## src/rtl/scs8hd_a32o_arc_exerciser_pkg.sv

```systemverilog
// Shared types for the scs8hd_a32o arc exerciser:
// FSM states, pin order and arc indexing.
package scs8hd_exer_pkg;

  localparam int NUM_ARCS = 10;
  localparam int IDX_W    = 4;

  typedef enum logic [2:0] {
    S_IDLE,
    S_SETUP,
    S_PRE,
    S_LAUNCH,
    S_POST,
    S_FINISH
  } state_e;

  typedef enum logic [2:0] {
    PIN_A1,
    PIN_A2,
    PIN_A3,
    PIN_B1,
    PIN_B2
  } pin_e;

  // vector order is {A1,A2,A3,B1,B2}
  function automatic logic a32o(input logic [4:0] v);
    return (v[4] & v[3] & v[2]) | (v[1] & v[0]);
  endfunction

endpackage

```

## src/rtl/scs8hd_a32o_arc_exerciser_if.sv

```systemverilog
// Cell-side and control signals of the arc exerciser.
// Capture ports exist only with SCS8HD_EXER_CAPTURE_EN.
interface scs8hd_a32o_arc_exerciser_if #(
  parameter int ERR_W = 4
);
  import scs8hd_exer_pkg::*;

  logic             START;
  logic             X_OBS;
  logic             A1;
  logic             A2;
  logic             A3;
  logic             B1;
  logic             B2;
  logic             BUSY;
  logic             DONE;
  logic [IDX_W-1:0] ARC_IDX;
  logic             ARC_FAIL;
  logic [ERR_W-1:0] ERR_CNT;
  logic             PASS;
`ifdef SCS8HD_EXER_CAPTURE_EN
  logic             FAIL_VALID;
  logic [IDX_W-1:0] FAIL_ARC;
  logic             FAIL_PHASE;

  modport master (
    input  START, X_OBS,
    output A1, A2, A3, B1, B2,
    output BUSY, DONE, ARC_IDX,
    output ARC_FAIL, ERR_CNT, PASS,
    output FAIL_VALID, FAIL_ARC,
    output FAIL_PHASE
  );

  modport slave (
    output START, X_OBS,
    input  A1, A2, A3, B1, B2,
    input  BUSY, DONE, ARC_IDX,
    input  ARC_FAIL, ERR_CNT, PASS,
    input  FAIL_VALID, FAIL_ARC,
    input  FAIL_PHASE
  );
`else
  modport master (
    input  START, X_OBS,
    output A1, A2, A3, B1, B2,
    output BUSY, DONE, ARC_IDX,
    output ARC_FAIL, ERR_CNT, PASS
  );

  modport slave (
    output START, X_OBS,
    input  A1, A2, A3, B1, B2,
    input  BUSY, DONE, ARC_IDX,
    input  ARC_FAIL, ERR_CNT, PASS
  );
`endif

endinterface

```

## src/rtl/scs8hd_a32o_arc_exerciser_vecgen.sv

```systemverilog
// Sensitizing vector and expected X for one arc/phase.
// idx = 2*pin + dir; phase 0 = initial, 1 = final.
module scs8hd_a32o_vecgen
  import scs8hd_exer_pkg::*;
(
  input  logic [IDX_W-1:0] idx_i,
  input  logic             phase_i,
  output logic [4:0]       vec_o,
  output logic             x_exp_o
);

  logic [2:0] pin;
  logic       pv;

  always_comb begin
    pin   = idx_i[3:1];
    pv    = phase_i ^ idx_i[0];
    vec_o = '0;
    unique case (1'b1)
      (pin == PIN_A1): vec_o = {pv, 1'b1, 1'b1, 2'b00};
      (pin == PIN_A2): vec_o = {1'b1, pv, 1'b1, 2'b00};
      (pin == PIN_A3): vec_o = {1'b1, 1'b1, pv, 2'b00};
      (pin == PIN_B1): vec_o = {3'b000, pv, 1'b1};
      (pin == PIN_B2): vec_o = {3'b000, 1'b1, pv};
      default:         vec_o = '0;
    endcase
    x_exp_o = a32o(vec_o);
  end

endmodule

```

## src/rtl/scs8hd_a32o_arc_exerciser.sv

```systemverilog
// Arc exerciser top: FSM, settle counter, error counter.
// SCS8HD_EXER_CAPTURE_EN adds first-failure capture.
module scs8hd_a32o_arc_exerciser
  import scs8hd_exer_pkg::*;
#(
  parameter int SETTLE = 2,
  parameter int ERR_W  = 4
) (
  input logic CLK,
  input logic RESETB,
  scs8hd_a32o_arc_exerciser_if.master bus
);

  localparam int CW = (SETTLE < 2) ? 1 : $clog2(SETTLE);
  localparam logic [CW-1:0]    CNT_LAST = CW'(SETTLE - 1);
  localparam logic [ERR_W-1:0] ERR_MAX  = {ERR_W{1'b1}};
  localparam logic [IDX_W-1:0] IDX_LAST = IDX_W'(NUM_ARCS - 1);

  state_e           state_q;
  logic [CW-1:0]    cnt_q;
  logic [IDX_W-1:0] idx_q;
  logic [4:0]       drv_q;
  logic             busy_q;
  logic             done_q;
  logic             fail_q;
  logic [ERR_W-1:0] err_q;
  logic             pass_q;
`ifdef SCS8HD_EXER_CAPTURE_EN
  logic             cv_q;
  logic [IDX_W-1:0] carc_q;
  logic             cph_q;
`endif

  logic       phase;
  logic       drive;
  logic       cmp;
  logic [4:0] vec;
  logic       x_exp;

  assign phase = (state_q == S_LAUNCH) || (state_q == S_POST);
  assign cmp   = (state_q == S_PRE) || (state_q == S_POST);
  assign drive = (state_q == S_SETUP) || (state_q == S_PRE) || phase;

  scs8hd_a32o_vecgen u_vecgen (
    .idx_i   (idx_q),
    .phase_i (phase),
    .vec_o   (vec),
    .x_exp_o (x_exp)
  );

  // Outputs are registered from the current state, so they
  // trail state entry by one edge.
  always_ff @(posedge CLK) begin
    if (!RESETB) begin
      state_q <= S_IDLE;
      cnt_q   <= '0;
      idx_q   <= '0;
      drv_q   <= '0;
      busy_q  <= 1'b0;
      done_q  <= 1'b0;
      fail_q  <= 1'b0;
      err_q   <= '0;
      pass_q  <= 1'b0;
`ifdef SCS8HD_EXER_CAPTURE_EN
      cv_q    <= 1'b0;
      carc_q  <= '0;
      cph_q   <= 1'b0;
`endif
    end else begin
      busy_q <= (state_q != S_IDLE);
      done_q <= 1'b0;
      fail_q <= 1'b0;
      drv_q  <= drive ? vec : 5'b0;
      if (cmp && (bus.X_OBS != x_exp)) begin
        fail_q <= 1'b1;
        if (err_q != ERR_MAX) err_q <= err_q + 1'b1;
`ifdef SCS8HD_EXER_CAPTURE_EN
        if (!cv_q) begin
          cv_q   <= 1'b1;
          carc_q <= idx_q;
          cph_q  <= (state_q == S_POST);
        end
`endif
      end
      unique case (state_q)
        S_IDLE: begin
          if (bus.START) begin
            state_q <= S_SETUP;
            cnt_q   <= '0;
            idx_q   <= '0;
            err_q   <= '0;
            pass_q  <= 1'b0;
`ifdef SCS8HD_EXER_CAPTURE_EN
            cv_q    <= 1'b0;
            carc_q  <= '0;
            cph_q   <= 1'b0;
`endif
          end
        end
        S_SETUP: begin
          if (cnt_q == CNT_LAST) begin
            cnt_q   <= '0;
            state_q <= S_PRE;
          end else begin
            cnt_q <= cnt_q + 1'b1;
          end
        end
        S_PRE: state_q <= S_LAUNCH;
        S_LAUNCH: begin
          if (cnt_q == CNT_LAST) begin
            cnt_q   <= '0;
            state_q <= S_POST;
          end else begin
            cnt_q <= cnt_q + 1'b1;
          end
        end
        S_POST: begin
          if (idx_q == IDX_LAST) begin
            state_q <= S_FINISH;
          end else begin
            idx_q   <= idx_q + 1'b1;
            state_q <= S_SETUP;
          end
        end
        S_FINISH: begin
          done_q  <= 1'b1;
          pass_q  <= (err_q == '0);
          state_q <= S_IDLE;
        end
        default: state_q <= S_IDLE;
      endcase
    end
  end

  assign bus.A1       = drv_q[4];
  assign bus.A2       = drv_q[3];
  assign bus.A3       = drv_q[2];
  assign bus.B1       = drv_q[1];
  assign bus.B2       = drv_q[0];
  assign bus.BUSY     = busy_q;
  assign bus.DONE     = done_q;
  assign bus.ARC_IDX  = idx_q;
  assign bus.ARC_FAIL = fail_q;
  assign bus.ERR_CNT  = err_q;
  assign bus.PASS     = pass_q;
`ifdef SCS8HD_EXER_CAPTURE_EN
  assign bus.FAIL_VALID = cv_q;
  assign bus.FAIL_ARC   = carc_q;
  assign bus.FAIL_PHASE = cph_q;
`endif

endmodule

```

## src/flat_wrapper.sv

```systemverilog
// flat-port wrapper written by rule: the top's interface ports become plain ports
module scs8hd_a32o_arc_exerciser_flat import scs8hd_exer_pkg::*;
#(
  parameter int SETTLE = 2,
  parameter int ERR_W  = 4
)
  (CLK, RESETB, bus_START, bus_X_OBS, bus_A1, bus_A2, bus_A3, bus_B1, bus_B2, bus_BUSY, bus_DONE, bus_ARC_IDX, bus_ARC_FAIL, bus_ERR_CNT, bus_PASS);
  scs8hd_a32o_arc_exerciser_if #(.ERR_W(ERR_W)) bus_i ();
  input logic CLK;
  input logic RESETB;
  input wire logic [$bits(bus_i.START)-1:0] bus_START;
  input wire logic [$bits(bus_i.X_OBS)-1:0] bus_X_OBS;
  output wire logic [$bits(bus_i.A1)-1:0] bus_A1;
  output wire logic [$bits(bus_i.A2)-1:0] bus_A2;
  output wire logic [$bits(bus_i.A3)-1:0] bus_A3;
  output wire logic [$bits(bus_i.B1)-1:0] bus_B1;
  output wire logic [$bits(bus_i.B2)-1:0] bus_B2;
  output wire logic [$bits(bus_i.BUSY)-1:0] bus_BUSY;
  output wire logic [$bits(bus_i.DONE)-1:0] bus_DONE;
  output wire logic [$bits(bus_i.ARC_IDX)-1:0] bus_ARC_IDX;
  output wire logic [$bits(bus_i.ARC_FAIL)-1:0] bus_ARC_FAIL;
  output wire logic [$bits(bus_i.ERR_CNT)-1:0] bus_ERR_CNT;
  output wire logic [$bits(bus_i.PASS)-1:0] bus_PASS;
  assign bus_i.START = bus_START;
  assign bus_i.X_OBS = bus_X_OBS;
  assign bus_A1 = bus_i.A1;
  assign bus_A2 = bus_i.A2;
  assign bus_A3 = bus_i.A3;
  assign bus_B1 = bus_i.B1;
  assign bus_B2 = bus_i.B2;
  assign bus_BUSY = bus_i.BUSY;
  assign bus_DONE = bus_i.DONE;
  assign bus_ARC_IDX = bus_i.ARC_IDX;
  assign bus_ARC_FAIL = bus_i.ARC_FAIL;
  assign bus_ERR_CNT = bus_i.ERR_CNT;
  assign bus_PASS = bus_i.PASS;
  scs8hd_a32o_arc_exerciser #(.SETTLE(SETTLE), .ERR_W(ERR_W)) u_core (.CLK(CLK), .RESETB(RESETB), .bus(bus_i));
endmodule
```

## config.mk

```make
export PLATFORM = sky130hd
export DESIGN_NAME = scs8hd_a32o_arc_exerciser_flat
export DESIGN_NICKNAME = d
export VERILOG_FILES = /design/src/rtl/scs8hd_a32o_arc_exerciser_pkg.sv /design/src/rtl/scs8hd_a32o_arc_exerciser_if.sv /design/src/rtl/scs8hd_a32o_arc_exerciser_vecgen.sv /design/src/rtl/scs8hd_a32o_arc_exerciser.sv /design/src/flat_wrapper.sv
export SDC_FILE = /design/constraint.sdc
export NUM_CORES = 1
export LEC_CHECK = 0
export BUFFER_PORTS_ARGS = -buffer_cell sky130_fd_sc_hd__clkbuf_2
export CORE_ASPECT_RATIO = 0.9
export CORE_MARGIN = 5
export CORE_UTILIZATION = 28
export DETAILED_ROUTE_END_ITERATION = 10
export HOLD_SLACK_MARGIN = 0.05
export SLEW_MARGIN = 20
export SYNTH_ARGS = -nofsm -noshare
export SYNTH_HDL_FRONTEND = slang
export SYNTH_SLANG_ARGS = --single-unit
```

## constraint.sdc

```tcl
create_clock -name CLK -period 5.2 [get_ports CLK]
set_input_delay 0.78 -clock CLK [delete_from_list [all_inputs] [get_ports CLK]]
set_output_delay 0.78 -clock CLK [all_outputs]
set_load 0.03 [all_outputs]
```

==> results.txt <==
The effective utilization at floorplan came out at 0.289. Counting tap cells, the placed design contains a total of 192 instances. Static leakage power: 0.498 nW.

In this run, synthesis produced a sequential element count of 21. The transition time of the tightest slew-check pin is 0.640 ns. After floorplanning, the core was sized to cover 0.00405 mm2.

Power spread over the standard cell area amounts to 229 mW/mm2. Setup repair after global routing left no endpoint under its margin. The overall track demand over capacity in global routing is 0.0922. The worst clock skew is 0.00691 ns. The weighted congestion reported at the end of routability-driven placement was 0.734; the share of synthesized flip-flops with an asynchronous set or reset was 0. For this run, the leading register cell type out of synthesis is sky130_fd_sc_hd__dfxtp_1. The final cycle utilization of the critical path is 0.400. The type of destination of the critical path was a flop.

The sequential-to-total area share from yosys stat came out at 0.360. For the number of standard cells after synthesis, the log shows 131. In this run, the number of DRC markers left after iteration 0 of detailed routing was 49. The post-CTS clock slew at the launch and capture registers of the worst setup and hold paths came out at 0.07 ns.

Summing every instance area after synthesis gives 0.00117 mm2. In this run the remaining antenna-violating nets after routing total 0. For the count of H-tree levels built during CTS, the log shows 1.

The tools report the count of pins over their slew limit as 0. The number of synthesis warnings came out at 0. For the core utilization of the finished layout, the log shows 0.329. Counting along the longest clock path gives a buffer depth of 2. Gates resized during post-CTS repair numbered 0.

The total iterations of the first detailed-routing run was 4; the final number of hold-violating endpoints was 0. The run gives 3 as the total clock buffers created by CTS. By area the synthesized netlist is led by sky130_fd_sc_hd__dfxtp_1 36%, sky130_fd_sc_hd__nand2_1 4.5%, sky130_fd_sc_hd__ha_1 4.3%, sky130_fd_sc_hd__and2_1 3.7%, sky130_fd_sc_hd__nor2_1 2.9%. The sum of negative setup slack was 0 ns.

The run gives 873 as the via count of the first global-routing pass. The number of setup buffers added after CTS is 0. The count of port buffers added during placement came out at 20. The worst hold path belongs to the class flop to flop. The tools report the worst slew slack as a fraction of its limit as 0.569.

Excluding fillers, the count of instances in the completed layout stands at 196. The die covers 0.00557 mm2. The share of the synthesized area in the top cell type is 0.360, and the remaining routing DRC violations is 0.

Across all setup checks in the final design, the least slack found is 3.12 ns. From bottom edge to top edge, the die measures 71.3 um. Of all nets on the critical path, the largest fanout is 12. The cell row count was 22. TritonCTS built the clock tree.

The via count normalized by instance count was 5.01; the initial antenna violation count was 0. Setup violations remaining at the end of the flow were counted as 0. In this run the mean area of a mapped cell was 8.92 um2. The tools report the power share of the combinational group as 0.093.

The number of unique standard cell types used by synthesis was 48; the internal power was 0.230 mW. The first-pass GRT wire length is 4.15 mm. STA classifies the critical path startpoint as a flop.

The logs give 0.306 mW for the total power and 982 for the count of vias placed by the detailed router. The biggest area contributor in the post-synthesis netlist is sky130_fd_sc_hd__dfxtp_1. Relative area change from synthesis to final layout: 14.0%.

Summed over all nets, the switching power comes to 0.0754 mW. The number of antenna diodes in the final layout is 0. The cell sitting at the root of the clock tree is a sky130_fd_sc_hd__clkbuf_8.

The number of enable-type register cells in the synthesized netlist is 0, and the largest net degree at the start of global routing is 14. The tools report the global-route congestion overflow total as 0. The logs give 2.27 ns for the worst path arrival time and 2.47 mm for the total detailed-routing wirelength. In the final routed layout, each cell accounts on average for 12.6 um. sky130_fd_sc_hd__dfxtp_1 is the most common cell in the netlist.

Counting I/O delays and the setup requirement, the final critical path takes 2.08 ns. The startpoint identified for the worst register-to-register timing path is u_core.state_q[2]. The critical hold path startpoint was u_core.bus.ERR_CNT[1].

The number of sinks on the clock net was 21; the switching power share of the total was 0.247. The later pin in the worst-skew pair is clocked with a latency of 0.26 ns. The max-capacitance violation count was 0; the number of nets in the synthesized netlist was 139. Tracing the worst setup path back leads to its startpoint at u_core.state_q[2]. The quantity of hold-fixing buffers added after cts was 0; the fraction of final layout cells with drive strength greater than 1 was 0.223. Across the VDD grid, the largest voltage drop is 0.154 mV. The clock share of power was 0.351; the final cell area excluding filler cells was 0.00133 mm2. For the sequential cell fraction of total power, the log shows 0.556.

Startpoint-to-endpoint class of the critical path: flop to flop. Timing would allow up to 481 MHz. The flow ran to the end, and the final reports show no timing, DRC or antenna violations. For this design the top-level I/O count stands at 21. The run gives 1.86 mm as the half-perimeter wire length after placement.

In the synthesized netlist, the cells that appear most often are 21 x sky130_fd_sc_hd__dfxtp_1, 14 x sky130_fd_sc_hd__nand2_1, 9 x sky130_fd_sc_hd__nor2_1. The tools report the endpoint required time on the critical path as 5.39 ns. Post-placement cell area: 0.00129 mm2. The horizontal die dimension works out to 78.1 um.

Number of nets in the finished design: 157. The logs give 3.08 ns for the placement-stage worst setup slack and 0.514 ns for the worst hold slack after final layout.
[area by class of cell]
class | count | area (um2)
fill | 430 | 2710
multi-input combinational | 97 | 684
sequential | 21 | 420
timing repair buffer | 20 | 100
tap | 48 | 60.1
clock buffer | 4 | 45.0
inverter | 6 | 22.5
[power by group through the flow]
stage          Combinational [mW]  Clock (mW)  Sequential, mW
2_1_floorplan              0.0202           0           0.175
3_3_place_gp               0.0287           0           0.173
3_5_place_dp               0.0286           0           0.174
4_1_cts                    0.0289       0.113           0.170
5_1_grt                    0.0313       0.120           0.171
6_report                   0.0286       0.107           0.170
[routing by layer]
| layer | up-vias | wire length [um] | global-route usage |
|---|---|---|---|
| met4 | 0 | 40 | 0.0338 |
| met1 | 460 | 1170 | 0.126 |
| met5 | - | 0 | 0 |
| met2 | 18 | 1100 | 0.136 |
| li1 | 500 | - | - |
| met3 | 4 | 161 | 0.0289 |
[final timing paths]
path	to	slack, ns	depth (start not counted)
setup / recovery	u_core.bus.ERR_CNT[1]	3.12	5
hold / removal	u_core.bus.ERR_CNT[1]	0.51	2
setup reg to reg	u_core.bus.ERR_CNT[1]	3.12	5
hold reg to reg	u_core.bus.ERR_CNT[1]	0.51	2
[sequential cells by signal, summed over array words and instances (netlist names), 3 cells and up]
signal and flops:
u_core.drv_q 5, u_core.bus.ARC_IDX 4, u_core.bus.ERR_CNT 4, u_core.state_q 3
[cells in the final DEF (no fill, tap or decap), drive strengths merged, types with 3 or more instances in the layout]
cell type  netlist  final
dfxtp           21     21
nand2           14     14
nor2b            4      4
a21oi            3      3
or3              5      5
and2             7      7
clkbuf           3     24
nor2             9      9
inv              6      6
a311oi           3      3
nor3b            3      3
o21ai            7      7
nand3            5      5
ha               4      4
[kinds of logic after synthesis]
logic type,after synthesis,synth area share
AND/OR/NAND/NOR,62,0.303
flip-flops,21,0.360
multiplexers,2,0.0171
adder cells (fa/ha/maj),4,0.0428
XOR/XNOR,4,0.0300
AO/OA/AOI/OAI,25,0.193
buffers and inverters,13,0.0546
[worst max-delay path, stage by stage, from the launching register on]
cell and delay, ns:
sky130_fd_sc_hd__dfxtp_1 0.53, sky130_fd_sc_hd__or3b_4 0.45, sky130_fd_sc_hd__a21o_1 0.21, sky130_fd_sc_hd__a2111oi_4 0.47, sky130_fd_sc_hd__o21a_4 0.19, sky130_fd_sc_hd__mux2i_1 0.17
Power figures use the tool's default switching activity.
